`config.mk`:
```
export PLATFORM = sky130hd
export DESIGN_NAME = regfile_write_scheduler
export DESIGN_NICKNAME = d
export VERILOG_FILES = /design/src/rtl/regfile_write_scheduler.sv
export SDC_FILE = /design/constraint.sdc
export NUM_CORES = 1
export LEC_CHECK = 0
export BUFFER_PORTS_ARGS = -buffer_cell sky130_fd_sc_hd__buf_2
export CAP_MARGIN = 10
export CORE_MARGIN = 4
export CORE_UTILIZATION = 55
export CTS_CLUSTER_DIAMETER = 30
export DETAILED_ROUTE_END_ITERATION = 8
export GPL_ROUTABILITY_DRIVEN = 0
export PLACE_DENSITY = 0.83
export SLEW_MARGIN = 10
export SYNTH_ARGS = -nofsm -noshare
export SYNTH_HDL_FRONTEND = slang
export SYNTH_SLANG_ARGS = --single-unit
```
`constraint.sdc`:
```
create_clock -name clk -period 13.8 [get_ports clk]
set_clock_uncertainty 0.05 [all_clocks]
set_input_delay 0.69 -clock clk [delete_from_list [all_inputs] [get_ports clk]]
set_output_delay 0.69 -clock clk [all_outputs]
set_load 0.02 [all_outputs]
```
`src/rtl/regfile_write_scheduler.sv`:
```
// Merges execute (valE) and memory (valM) write requests into one register-file write port.
// Each requester has a one-entry buffer; same-register conflicts retire E before M.
module regfile_write_scheduler #(
    parameter int DATA_W = 64
) (
    input  logic              clk,
    input  logic              rst_n,
    input  logic              e_valid,
    input  logic [3:0]        e_dst,
    input  logic [DATA_W-1:0] e_data,
    output logic              e_ready,
    input  logic              m_valid,
    input  logic [3:0]        m_dst,
    input  logic [DATA_W-1:0] m_data,
    output logic              m_ready,
    output logic              wr_en,
    output logic [3:0]        wr_addr,
    output logic [DATA_W-1:0] wr_data,
    output logic [14:0]       pending_mask
);

    localparam logic [3:0] NO_DST = 4'hF;

    logic              e_full_p0, m_full_p0;
    logic [3:0]        e_dst_p0, m_dst_p0;
    logic [DATA_W-1:0] e_data_p0, m_data_p0;
    logic              rr_e_last;
    logic              e_grant, m_grant, e_acc, m_acc, conflict;

    function automatic logic [14:0] dst_onehot(input logic [3:0] dst);
        logic [15:0] oh;
        oh = 16'b1 << dst;
        return oh[14:0];
    endfunction

    always_comb begin
        conflict = e_full_p0 && m_full_p0 && (e_dst_p0 != m_dst_p0);
        // Equal destinations always favour E so the valM value is the one left in the register.
        e_grant  = e_full_p0 && (!m_full_p0 || (e_dst_p0 == m_dst_p0) || !rr_e_last);
        m_grant  = m_full_p0 && !e_grant;
        e_ready  = rst_n && (!e_full_p0 || e_grant);
        m_ready  = rst_n && (!m_full_p0 || m_grant);
        e_acc    = e_valid && e_ready && (e_dst != NO_DST);
        m_acc    = m_valid && m_ready && (m_dst != NO_DST);
    end

    always_comb begin
        pending_mask = 15'd0;
        if (e_full_p0) pending_mask = pending_mask | dst_onehot(e_dst_p0);
        if (m_full_p0) pending_mask = pending_mask | dst_onehot(m_dst_p0);
        if (wr_en)     pending_mask = pending_mask | dst_onehot(wr_addr);
    end

    // Stage p0: request buffers and arbitration state
    always_ff @(posedge clk or negedge rst_n) begin
        if (!rst_n) begin
            e_full_p0 <= 1'b0;
            m_full_p0 <= 1'b0;
            rr_e_last <= 1'b1;
        end else begin
            if (e_acc)        e_full_p0 <= 1'b1;
            else if (e_grant) e_full_p0 <= 1'b0;
            if (m_acc)        m_full_p0 <= 1'b1;
            else if (m_grant) m_full_p0 <= 1'b0;
            if (conflict)     rr_e_last <= e_grant;
        end
    end

    always_ff @(posedge clk) begin
        if (e_acc) begin
            e_dst_p0  <= e_dst;
            e_data_p0 <= e_data;
        end
        if (m_acc) begin
            m_dst_p0  <= m_dst;
            m_data_p0 <= m_data;
        end
    end

    // Stage p1: registered write port
    always_ff @(posedge clk or negedge rst_n) begin
        if (!rst_n) begin
            wr_en   <= 1'b0;
            wr_addr <= NO_DST;
            wr_data <= '0;
        end else begin
            wr_en <= e_grant || m_grant;
            if (e_grant) begin
                wr_addr <= e_dst_p0;
                wr_data <= e_data_p0;
            end else if (m_grant) begin
                wr_addr <= m_dst_p0;
                wr_data <= m_data_p0;
            end
        end
    end

endmodule
```
==> impl_results.md, run 1 <==
* Internal power at 1.528 mW
* Seq pwr share at 38.8%
* Kind of critical path: reg2out
* H-Tree Depth at 2
* Synth top area share at 48.61%
* Tcrit/Tclk final at 27.92%
* PortBufs at 225
* Dpl ws at 10020 ps
* Initial core utilization at 56.94%
* Main flop type after synthesis: edfxtp_1
* Switch share at 27.27%
* Fin. max-slew vios at 0
* Pin count of the biggest net entering global routing at 122
* Worst Setup End Kind: output pin
* Post-detail-place hpwl at 13.03 mm
* Final WL at 20.49 mm
* Cells along the critical path: buf_4 > nor3b_1 > a22oi_1 > nand2_1 > buf_2
* CP max FO at 121
* Fmax at 0.2595 GHz
* Clock transition at path regs at 50 ps
* P_sw at 0.5728 mW
* Part of the power in the clock network at 41.5%
* R2R cell count at 5
* Area leader, netlist: edfxtp_1
* Unique masters post-synth at 27
* Final Hold Viols at 0
* Critical-path top delay cell: buf_4
* Die Ht at 131.6 um
* Crit path DAT at 3110 ps
* # rows at 44
* Max VDD drop at 0.1275 mV
* #FFs+latches synth at 208
* Die ar. at 17310 sq um
* Sequential area share after synthesis at 70.14%
* Status: complete, no violations
* Top cells by area, synth: edfxtp_1 49%, dfrtp_1 20%, a211o_1 7.0%, nor2b_1 5.6%, o221a_2 5.0%
* Wirelength per Cell at 20.76 um
* First-pass iteration count of the detailed router at 5
* Area Overhead vs Synth at 29.30%
* Avg Inst Size Synth at 15.25 sq um
* Layout cells sized above 1 at 42.02%
* Synth Instances at 551
* Total CTS buffers at 35
* CTS tree: built
* Setup Buffers After CTS at 0
* GRT Util Overall at 23.21%
* Hold Path Origin: e_data[21]
* HP Class: in2reg
* Hold_buf cts at 0
* Pwr per Cell Area at 193.4 nW/um^2
* Clock Sinks at 208
* Warnings from Yosys at 0
* Worst Setup Slack, final at 9946 ps
* Fin Setup TNS at 0 ps
* CP top delay family: buffers and inverters
* NumNets Final at 916
* Worst Path Buf+Inv at 2
* List of most frequent post-synthesis cells: 136 x edfxtp_1, 75 x nor2b_1, 67 x a211o_1, 67 x dfrtp_1, 37 x o221a_2
* # IOs at 226
* Drt initial violations at 368
* Mapped Area at 8401 sq um
* Crit path launch type: register
* Avg Vias per Cell at 5.938
* Core area at 14750 sq um
* Vias in the first global route at 6090
* Worst Hold Path EP: e_data_p0[21]$_DFFE_PP_
* Post-synth EDFFs at 136
* RSZ-0062 raised after global routing: false
* Via count at 5861
* Clock root cell: clkbuf_16
* Synth async-reset ratio at 34.62%
* Slew HR at 21.33%
* Antenna Nets Post-Route at 0
* Worst Max-Slew Pin Slew at 1180 ps
* Final setup fails at 0
* Delay of the slowest critical-path stage at 940 ps
* # DRC at 0
* First-pass GRT wire length at 32.48 mm
* Worst-Skew Late Latency at 490 ps
* Most common cell in the netlist: edfxtp_1
* Minimum clock period at 3854 ps
* Congestion Overflow GR at 0
* Syn nets at 691
* Max Cap Viol at 0
* Leak pwr at 4.639 nW
* Worst r2r dst: e_data_p0[63]$_DFFE_PP_
* Worst Hold Slack at 317.5 ps
* Initial antenna violation count at 3
* CP required at 13060 ps
* Filler cells at 918
* Setup slack, reg-to-reg at 10410 ps
* CTS max path bufs at 3
* Hold Path Stages at 1
* Combinational share of power at 19.8%
* Post-CTS sizing at 0
* Critical R2R Launch: e_dst_p0[0]$_DFFE_PP_
* Die X at 131.6 um
## routing by layer
layer	share of wire (%)	global-route usage [%]	up-vias
met4	3.0	8.985	4
met2	48	37.05	295
li1	-	-	2638
met1	41	30.30	2875
met3	8.5	6.881	49
met5	0.10	0	-
## cell families (layout without fill, tap and decap cells)
family	after synthesis	count (layout)	share of synthesized area [%]
AOI/OAI and AO/OA	152	152	17.84
other	0	1	0
DFF	208	208	70.14
and+or+nand+nor	143	143	9.443
buffers and inverters	43	294	2.055
xor gates and xnor gates	5	5	0.5213
## layout make-up
type	count	area, sq um	area share (%)
clock buffers	41	950.9	8.755
well taps	184	230.2	2.120
flip-flops and latches	208	5897	54.29
repair buffers	231	1174	10.81
diodes	1	2.502	0.02304
clock inverters	22	254.0	2.338
multi-input cells	300	2354	21.67
## state kept, by name, indices dropped and copies added, names as in the netlist
| register | cells |
|---|---|
| e_data_p0 | 64 |
| e_dst_p0 | 4 |
| e_full_p0 | 1 |
| m_data_p0 | 64 |
| m_dst_p0 | 4 |
| m_full_p0 | 1 |
| rr_e_last | 1 |
| wr_addr | 4 |
| wr_data | 64 |
| wr_en | 1 |
## cell usage in the layout (no fill, tap or decap), types with 2 or more instances in the layout
master	count
clkinv_4	3
a21oi_1	2
xor2_1	4
buf_2	224
clkinv_1	3
and3b_1	3
nor2b_1	74
o221a_1	30
nand3_1	9
dfstp_2	5
dfrtp_1	65
nand2b_1	2
nand2_1	33
a22oi_1	9
clkbuf_1	3
a32oi_1	5
and3_1	3
bufinv_16	5
clkbuf_16	37
nor3b_1	3
inv_6	2
buf_4	7
a211o_1	67
o221a_2	37
and2_1	2
nand4_1	3
clkinv_2	7
edfxtp_1	136
nor2_1	6
## power by group through the flow
stage | Sequential, mW | Combinational, mW | Clock, mW
2_1_floorplan | 0.884 | 0.205 | 0
6_report | 0.814 | 0.416 | 0.871
5_1_grt | 0.823 | 0.446 | 0.916
3_5_place_dp | 0.820 | 0.415 | 0
4_1_cts | 0.813 | 0.418 | 0.886
3_3_place_gp | 0.819 | 0.401 | 0
## worst max-delay path by stage
stage                          start                 endpoint  slack (ps)  cells after the start
3_3_place_gp                   rst_n  e_data_p0[10]$_DFFE_PP_       10180                      4
4_1_cts        m_full_p0$_DFFE_PN0P_          pending_mask[1]        9990                      5
6_report       m_full_p0$_DFFE_PN0P_          pending_mask[1]        9950                      5
5_1_grt        m_full_p0$_DFFE_PN0P_          pending_mask[1]        9780                      5
2_1_floorplan  m_dst_p0[3]$_DFFE_PP_   e_data_p0[0]$_DFFE_PP_        8800                      5
3_5_place_dp                   rst_n  m_data_p0[51]$_DFFE_PP_       10020                      4
## metrics by stage
| stage | cells | power (mW) | cell area (sq um) | utilization, % |
|---|---|---|---|---|
| 6_report | 987 | 2.101 | 10860 | 73.62 |
| 5_1_grt | 987 | 2.185 | 10860 | 73.62 |
| 4_1_cts | 986 | 2.117 | 10860 | 73.60 |
| 3_5_place_dp | 923 | 1.235 | 9654 | 65.43 |
| 3_3_place_gp | 923 | 1.220 | 9654 | 65.43 |
| 2_1_floorplan | 551 | 1.089 | 8401 | - |
Note: power is estimated with default switching activity, not from simulation.
==> run 2: changes to the inputs <==
--- a/config.mk
+++ b/config.mk
@@ -8,11 +8,11 @@
 export BUFFER_PORTS_ARGS = -buffer_cell sky130_fd_sc_hd__buf_2
 export CAP_MARGIN = 10
 export CORE_MARGIN = 4
-export CORE_UTILIZATION = 55
+export CORE_UTILIZATION = 52
 export CTS_CLUSTER_DIAMETER = 30
 export DETAILED_ROUTE_END_ITERATION = 8
 export GPL_ROUTABILITY_DRIVEN = 0
-export PLACE_DENSITY = 0.83
+export PLACE_DENSITY = 0.79
 export SLEW_MARGIN = 10
 export SYNTH_ARGS = -nofsm -noshare
 export SYNTH_HDL_FRONTEND = slang
==> constraint.sdc (replaced) <==
create_clock -name clk -period 3.85 [get_ports clk]
set_clock_uncertainty 0.05 [all_clocks]
set_input_delay 0.1925 -clock clk [delete_from_list [all_inputs] [get_ports clk]]
set_output_delay 0.1925 -clock clk [all_outputs]
set_load 0.02 [all_outputs]
==> run 2 against run 1 <==
Compared with the run above:
- worst setup slack lost 9200 ps
- non-clock buffer count is 140 higher
- utilization rose by 4.1 points
- sequential power rose to 3.6 times the previous value
- global-route usage increased by 3.8 points
- critical path type unchanged
==> impl_results.md, run 2 (synthesis results as in run 1) <==
* Pwr per Cell Area at 628.8 nW/um^2 (+230%)
* Congestion Overflow GR at 0 (unchanged)
* Worst Hold Path EP: m_full_p0$_DFFE_PN0P_
* Worst Path Buf+Inv at 2 (unchanged)
* Critical-path top delay cell: dfrtp_4
* PortBufs at 225 (unchanged)
* Hold Path Stages at 3 (+2)
* Fin Setup TNS at 0 ps (unchanged)
* Initial core utilization at 52.88% (-4.1 points)
* Combinational share of power at 20.9% (+1.1 points)
* Hold_buf cts at 138 (+138)
* # rows at 46 (+4.5%)
* # DRC at 0 (unchanged)
* Pin count of the biggest net entering global routing at 80 (-34%)
* R2R cell count at 5 (unchanged)
* Core area at 15890 sq um (+7.7%)
* Seq pwr share at 38.0% (-0.8 points)
* H-Tree Depth at 2 (unchanged)
* Max VDD drop at 0.4309 mV (+240%)
* Avg Vias per Cell at 5.679 (-4.4%)
* First-pass GRT wire length at 38.36 mm (+18%)
* Area Overhead vs Synth at 46.93%
* Max Cap Viol at 0 (unchanged)
* CP top delay family: buffers and inverters
* P_sw at 2.238 mW (+290%)
* Post-detail-place hpwl at 12.88 mm (-1.2%)
* CP max FO at 79 (-35%)
* Initial antenna violation count at 0 (-3)
* Filler cells at 897 (-2.3%)
* Delay of the slowest critical-path stage at 840 ps (-100 ps)
* Vias in the first global route at 7028 (+15%)
* Die X at 135.1 um (+2.7%)
* Internal power at 5.523 mW (+260%)
* HP Class: in2reg
* Final setup fails at 0 (unchanged)
* Clock transition at path regs at 50 ps (about the same)
* First-pass iteration count of the detailed router at 5 (unchanged)
* Die Ht at 135.1 um (+2.7%)
* Worst-Skew Late Latency at 510 ps (+20 ps)
* Crit path DAT at 2880 ps (-230 ps)
* Most frequent cells in the layout: 224 x buf_2, 138 x dlygate4sd3_1, 136 x edfxtp_1
* NumNets Final at 1059 (+16%)
* GRT Util Overall at 27.05% (+3.8 points)
* Antenna Nets Post-Route at 0 (unchanged)
* Cells along the critical path: buf_4 > nand4_1 > and2_1 > buf_2
* Worst r2r dst: m_data_p0[43]$_DFFE_PP_
* Status: complete, no violations
* Total CTS buffers at 38 (+8.6%)
* Critical R2R Launch: e_dst_p0[0]$_DFFE_PP_
* Clock root cell: clkbuf_16
* RSZ-0062 raised after global routing: false
* Tcrit/Tclk final at 81.22%
* Final WL at 24.61 mm (+20%)
* Switch share at 28.84% (+1.6 points)
* Top Registers: e_data_p0 x64, m_data_p0 x64, wr_data x64
* CTS max path bufs at 3 (unchanged)
* CTS tree: built
* Layout cells sized above 1 at 36.35% (-5.7 points)
* Fmax at 0.3198 GHz
* Kind of critical path: reg2out
* Die ar. at 18250 sq um (+5.4%)
* Hold Path Origin: m_valid
* Post-CTS sizing at 0 (unchanged)
* Pwr Total at 7.761 mW (+270%)
* CP required at 3610 ps (-9450 ps)
* # IOs at 226 (unchanged)
* Clock Sinks at 208 (unchanged)
* Part of the power in the clock network at 41.1% (-0.4 points)
* Fin. max-slew vios at 0 (unchanged)
* Slew HR at 32.32% (+11 points)
* Via count at 6622 (+13%)
* Worst Max-Slew Pin Slew at 1015 ps (-164.9 ps)
* Most common cell after layout, fill and taps aside: buf_2
* Leak pwr at 5.233 nW (+13%)
* Setup slack, reg-to-reg at 900 ps (-9510 ps)
* Final Hold Viols at 0 (unchanged)
* Worst Setup End Kind: output pin
* Drt initial violations at 522 (+42%)
* Wirelength per Cell at 21.11 um (+1.7%)
* Setup Buffers After CTS at 0 (unchanged)
* Minimum clock period at 3127 ps
* Crit path launch type: register
[run 2: area by class of cell]
type	instances	area (sq um)	share of cell area, %
Tap cell	216	270.3	2.190
Clock buffer	44	983.4	7.968
Timing Repair Buffer	371	2582	20.92
Multi-Input combinational cell	300	2354	19.07
Clock inverter	26	254.0	2.058
Sequential cell	208	5897	47.77
Antenna cell	1	2.502	0.02027
[run 2: worst register-to-register path, stage by stage (launching register included)]
cell and delay, ps:
edfxtp_1 500, xor2_1 350, or4_1 270, a21oi_1 150, nor2_4 590, buf_4 630
[run 2: worst max path at each step]
| stage | start | to | depth (start not counted) | slack, ps |
|---|---|---|---|---|
| floorplan | m_dst_p0[3]$_DFFE_PP_ | e_data_p0[0]$_DFFE_PP_ | 5 | 150 |
| global placement | m_dst_p0[3]$_DFFE_PP_ | m_data_p0[34]$_DFFE_PP_ | 5 | 990 |
| detailed placement | m_dst_p0[3]$_DFFE_PP_ | m_data_p0[37]$_DFFE_PP_ | 5 | 930 |
| CTS | m_full_p0$_DFFE_PN0P_ | e_ready | 4 | 780 |
| global route | m_full_p0$_DFFE_PN0P_ | e_ready | 4 | 630 |
| finish | m_full_p0$_DFFE_PN0P_ | e_ready | 4 | 720 |
[run 2: power by group through the flow]
stage / Combinational, mW / Clock, mW / Sequential (mW)
detailed placement: 1.47 / 0 / 2.96
CTS: 1.59 / 3.20 / 2.93
finish: 1.62 / 3.19 / 2.95
floorplan: 0.736 / 0 / 3.16
global placement: 1.43 / 0 / 2.95
global route: 1.73 / 3.34 / 2.98
[run 2: metrics by stage]
step / utilization, % / instance area (sq um) / hold WS (ps) / cells / worst slack, ps
after detailed placement: 61.20 / 9722 / 320.6 / 957 / 928.7
after global routing: 77.69 / 12340 / 53.84 / 1165 / 628.7
after floorplan: - / 8406 / -153.1 / 551 / 148.2
final: 77.70 / 12340 / 45.54 / 1166 / 723.2
after CTS: 77.69 / 12340 / 28.34 / 1165 / 783.6
after global placement: 61.20 / 9722 / 318.9 / 957 / 989.8
[run 2: per-layer routing]
metal	part of all wire, %	global-route usage [%]
met1	38	33.61
met2	50	45.19
met3	9.3	7.489
met4	3.4	10.75
met5	0	0
==> run 3: changes to the inputs <==
--- a/config.mk
+++ b/config.mk
@@ -5,6 +5,7 @@
 export SDC_FILE = /design/constraint.sdc
 export NUM_CORES = 1
 export LEC_CHECK = 0
+export ABC_AREA = 1
 export BUFFER_PORTS_ARGS = -buffer_cell sky130_fd_sc_hd__buf_2
 export CAP_MARGIN = 10
 export CORE_MARGIN = 4
==> constraint.sdc (replaced) <==
create_clock -name clk -period 3.1 [get_ports clk]
set_clock_uncertainty 0.05 [all_clocks]
set_input_delay 0.155 -clock clk [delete_from_list [all_inputs] [get_ports clk]]
set_output_delay 0.155 -clock clk [all_outputs]
set_load 0.02 [all_outputs]
==> run 3 against run 2 <==
Compared with the run above:
- synthesized cell count grew 41%
- cell count grew 20%
- sequential cell count is the same
- sequential share of layout area shrank 0.45 points
- sequential power grew 17%
- critical endpoint is now pending_mask[7]
==> impl_results.md, run 3 <==
* Status: complete, no violations
* Most common cell after layout, fill and taps aside: buf_2
* Synth top area share at 48.77% (+0.15 points)
* Post-route cell area at 12450 sq um (+0.88%)
* Final setup fails at 0 (unchanged)
* Avg Vias per Cell at 5.213 (-8.2%)
* Most common cell in the netlist: nand3_1
* Fin Setup TNS at 0 ps (unchanged)
* Fin. max-slew vios at 0 (unchanged)
* Drt initial violations at 574 (+10%)
* Layout cells sized above 1 at 26.73% (-9.6 points)
* CTS tree: built
* Tcrit/Tclk final at 83.78%
* # DRC at 0 (unchanged)
* # rows at 46 (unchanged)
* Seq pwr share at 38.2% (+0.2 points)
* Wirelength per Cell at 18.04 um (-15%)
* Die Ht at 134.9 um (-0.14%)
* # placed instances at 1192 (+25%)
* Final WL at 25.34 mm (+2.9%)
* Synth Instances at 779 (+41%)
* Worst Setup End Kind: output pin
* First-pass iteration count of the detailed router at 5 (unchanged)
* Clock transition at path regs at 40 ps (about the same)
* Die X at 134.9 um (-0.14%)
* #FFs+latches synth at 208 (unchanged)
* Sequential area share after synthesis at 70.36% (+0.22 points)
* Synth async-reset ratio at 34.62% (unchanged)
* Post-CTS sizing at 0 (unchanged)
* Placed Area at 9731 sq um (about the same)
* Setup Buffers After CTS at 0 (unchanged)
* Clock root cell: clkbuf_16
* Fmax at 0.3850 GHz
* Max Cap Viol at 0 (unchanged)
* Minimum clock period at 2597 ps
* Total CTS buffers at 39 (+2.6%)
* Avg Inst Size Synth at 10.75 sq um (-29%)
* Post-detail-place hpwl at 13.03 mm (+1.2%)
* Worst Max-Slew Pin Slew at 779.2 ps (-236.0 ps)
* CP max FO at 31 (-61%)
* Via count at 7319 (+11%)
* Unique masters post-synth at 25 (-7.4%)
* Internal power at 6.603 mW (+20%)
* Clock Sinks at 208 (unchanged)
* Pin count of the biggest net entering global routing at 136 (+70%)
* Non-filler cells, final at 1404 (+20%)
* Syn nets at 919 (+33%)
* P_sw at 2.443 mW (+9.1%)
* Hold Path Origin: e_valid
* Initial core utilization at 52.91% (about the same)
* Max VDD drop at 0.5269 mV (+22%)
* Antenna Nets Post-Route at 0 (unchanged)
* CTS max path bufs at 3 (unchanged)
* Post-synth EDFFs at 136 (unchanged)
* Core area at 15830 sq um (-0.36%)
* Pwr per Cell Area at 726.5 nW/um^2 (+16%)
* RSZ-0062 raised after global routing: false
* Kind of critical path: reg2out
* Critical R2R Launch: m_dst_p0[3]$_DFFE_PP_
* Area leader, netlist: edfxtp_1
* Leak pwr at 5.704 nW (+9.0%)
* Top cells by area, synth: edfxtp_1 49%, dfrtp_1 20%, nand3_1 10%, nand2_1 7.6%, inv_1 3.7%
* # IOs at 226 (unchanged)
* Top Registers: e_data_p0 x64, m_data_p0 x64, wr_data x64
* H-Tree Depth at 2 (unchanged)
* Combinational share of power at 15.0% (-5.9 points)
* Initial antenna violation count at 2 (+2)
* First-pass GRT wire length at 39.83 mm (+3.8%)
* Setup slack, reg-to-reg at 690 ps (-210 ps)
* GRT Util Overall at 28.17% (+1.1 points)
* Part of the power in the clock network at 46.7% (+5.6 points)
* HP Class: in2reg
* CP required at 2890 ps (-720 ps)
* Mapped Area at 8374 sq um (-0.31%)
* NumNets Final at 1295 (+22%)
* Switch share at 27.00% (-1.8 points)
* PortBufs at 225 (unchanged)
* Worst-Skew Late Latency at 510 ps (about the same)
* Hold_buf cts at 138 (unchanged)
* Congestion Overflow GR at 0 (unchanged)
* Warnings from Yosys at 0 (unchanged)
* CP startpoint: e_full_p0$_DFFE_PN0P_
* Slew HR at 48.05% (+16 points)
* Crit path DAT at 2390 ps (-490 ps)
* Main flop type after synthesis: edfxtp_1
* Crit path launch type: register
* Final Hold Viols at 0 (unchanged)
* Area Overhead vs Synth at 48.69%
* List of most frequent post-synthesis cells: 171 x nand3_1, 169 x nand2_1, 136 x edfxtp_1
* Most frequent cells in the layout: 224 x buf_2, 171 x nand3_1, 169 x nand2_1
* Vias in the first global route at 7724 (+9.9%)
* Die ar. at 18200 sq um (-0.29%)
## run 3: layout make-up
class	count	area, sq um
fill	898	3376
tap	216	270.3
clock inverter	26	291.5
clock buffer	46	1044
timing repair buffer	375	2638
sequential	208	5893
multi-input combinational	444	1982
antenna	2	5.005
inverter	87	329.1
## run 3: per-layer routing
| layer | wire (um) | GRT usage [%] | vias up |
|---|---|---|---|
| li1 | - | - | 3358 |
| met1 | 9144 | 33.23 | 3442 |
| met2 | 12910 | 48.22 | 421 |
| met3 | 1928 | 5.365 | 98 |
| met4 | 1355 | 16.46 | 0 |
| met5 | 0 | 0 | - |
## run 3: power groups by stage
stage / combinational, mW / sequential [mW] / clock, mW
floorplan: 0.490 / 3.68 / 0
finish: 1.36 / 3.46 / 4.23
global route: 1.47 / 3.48 / 4.42
CTS: 1.33 / 3.44 / 4.23
global placement: 1.16 / 3.48 / 0
detailed placement: 1.19 / 3.48 / 0
## run 3: cell families (layout without fill, tap and decap cells)
family / count (synthesis) / count (layout) / share of synthesized area (%)
flip-flops: 208 / 208 / 70.36
AND/OR/NAND/NOR: 429 / 429 / 22.17
other: 0 / 2 / 0
AO/OA/AOI/OAI: 15 / 15 / 1.255
buffers and inverters: 127 / 534 / 6.215
## run 3: through the flow
stage          total power, mW  worst slack, ps  hold slack (ps)  util, %
6_report                 9.046            502.9            47.56    78.67
5_1_grt                  9.370            420.9            67.97    78.67
4_1_cts                  9.000            540.6            28.54    78.64
3_5_place_dp             4.668            710.3            4.571    61.48
3_3_place_gp             4.637            789.0            4.828    61.48
2_1_floorplan            4.169            367.9           -190.6        -
## run 3: worst paths after layout
| kind | to | cells past startpoint |
|---|---|---|
| worst min-delay path | e_full_p0$_DFFE_PN0P_ | 3 |
| min in group asynchronous | wr_data[54]$_DFFE_PN0P_ | 2 |
| worst min register to register | wr_data[0]$_DFFE_PN0P_ | 2 |
| max in group asynchronous | wr_data[52]$_DFFE_PN0P_ | 3 |
| worst max-delay path | pending_mask[7] | 4 |
| worst max register to register | e_data_p0[59]$_DFFE_PP_ | 9 |
## run 3: critical path, cell delays in order, from the launching register on
cell and delay, ps:
dfrtp_2 670, buf_4 450, nand2_1 250, o221ai_1 290
buf_2 210
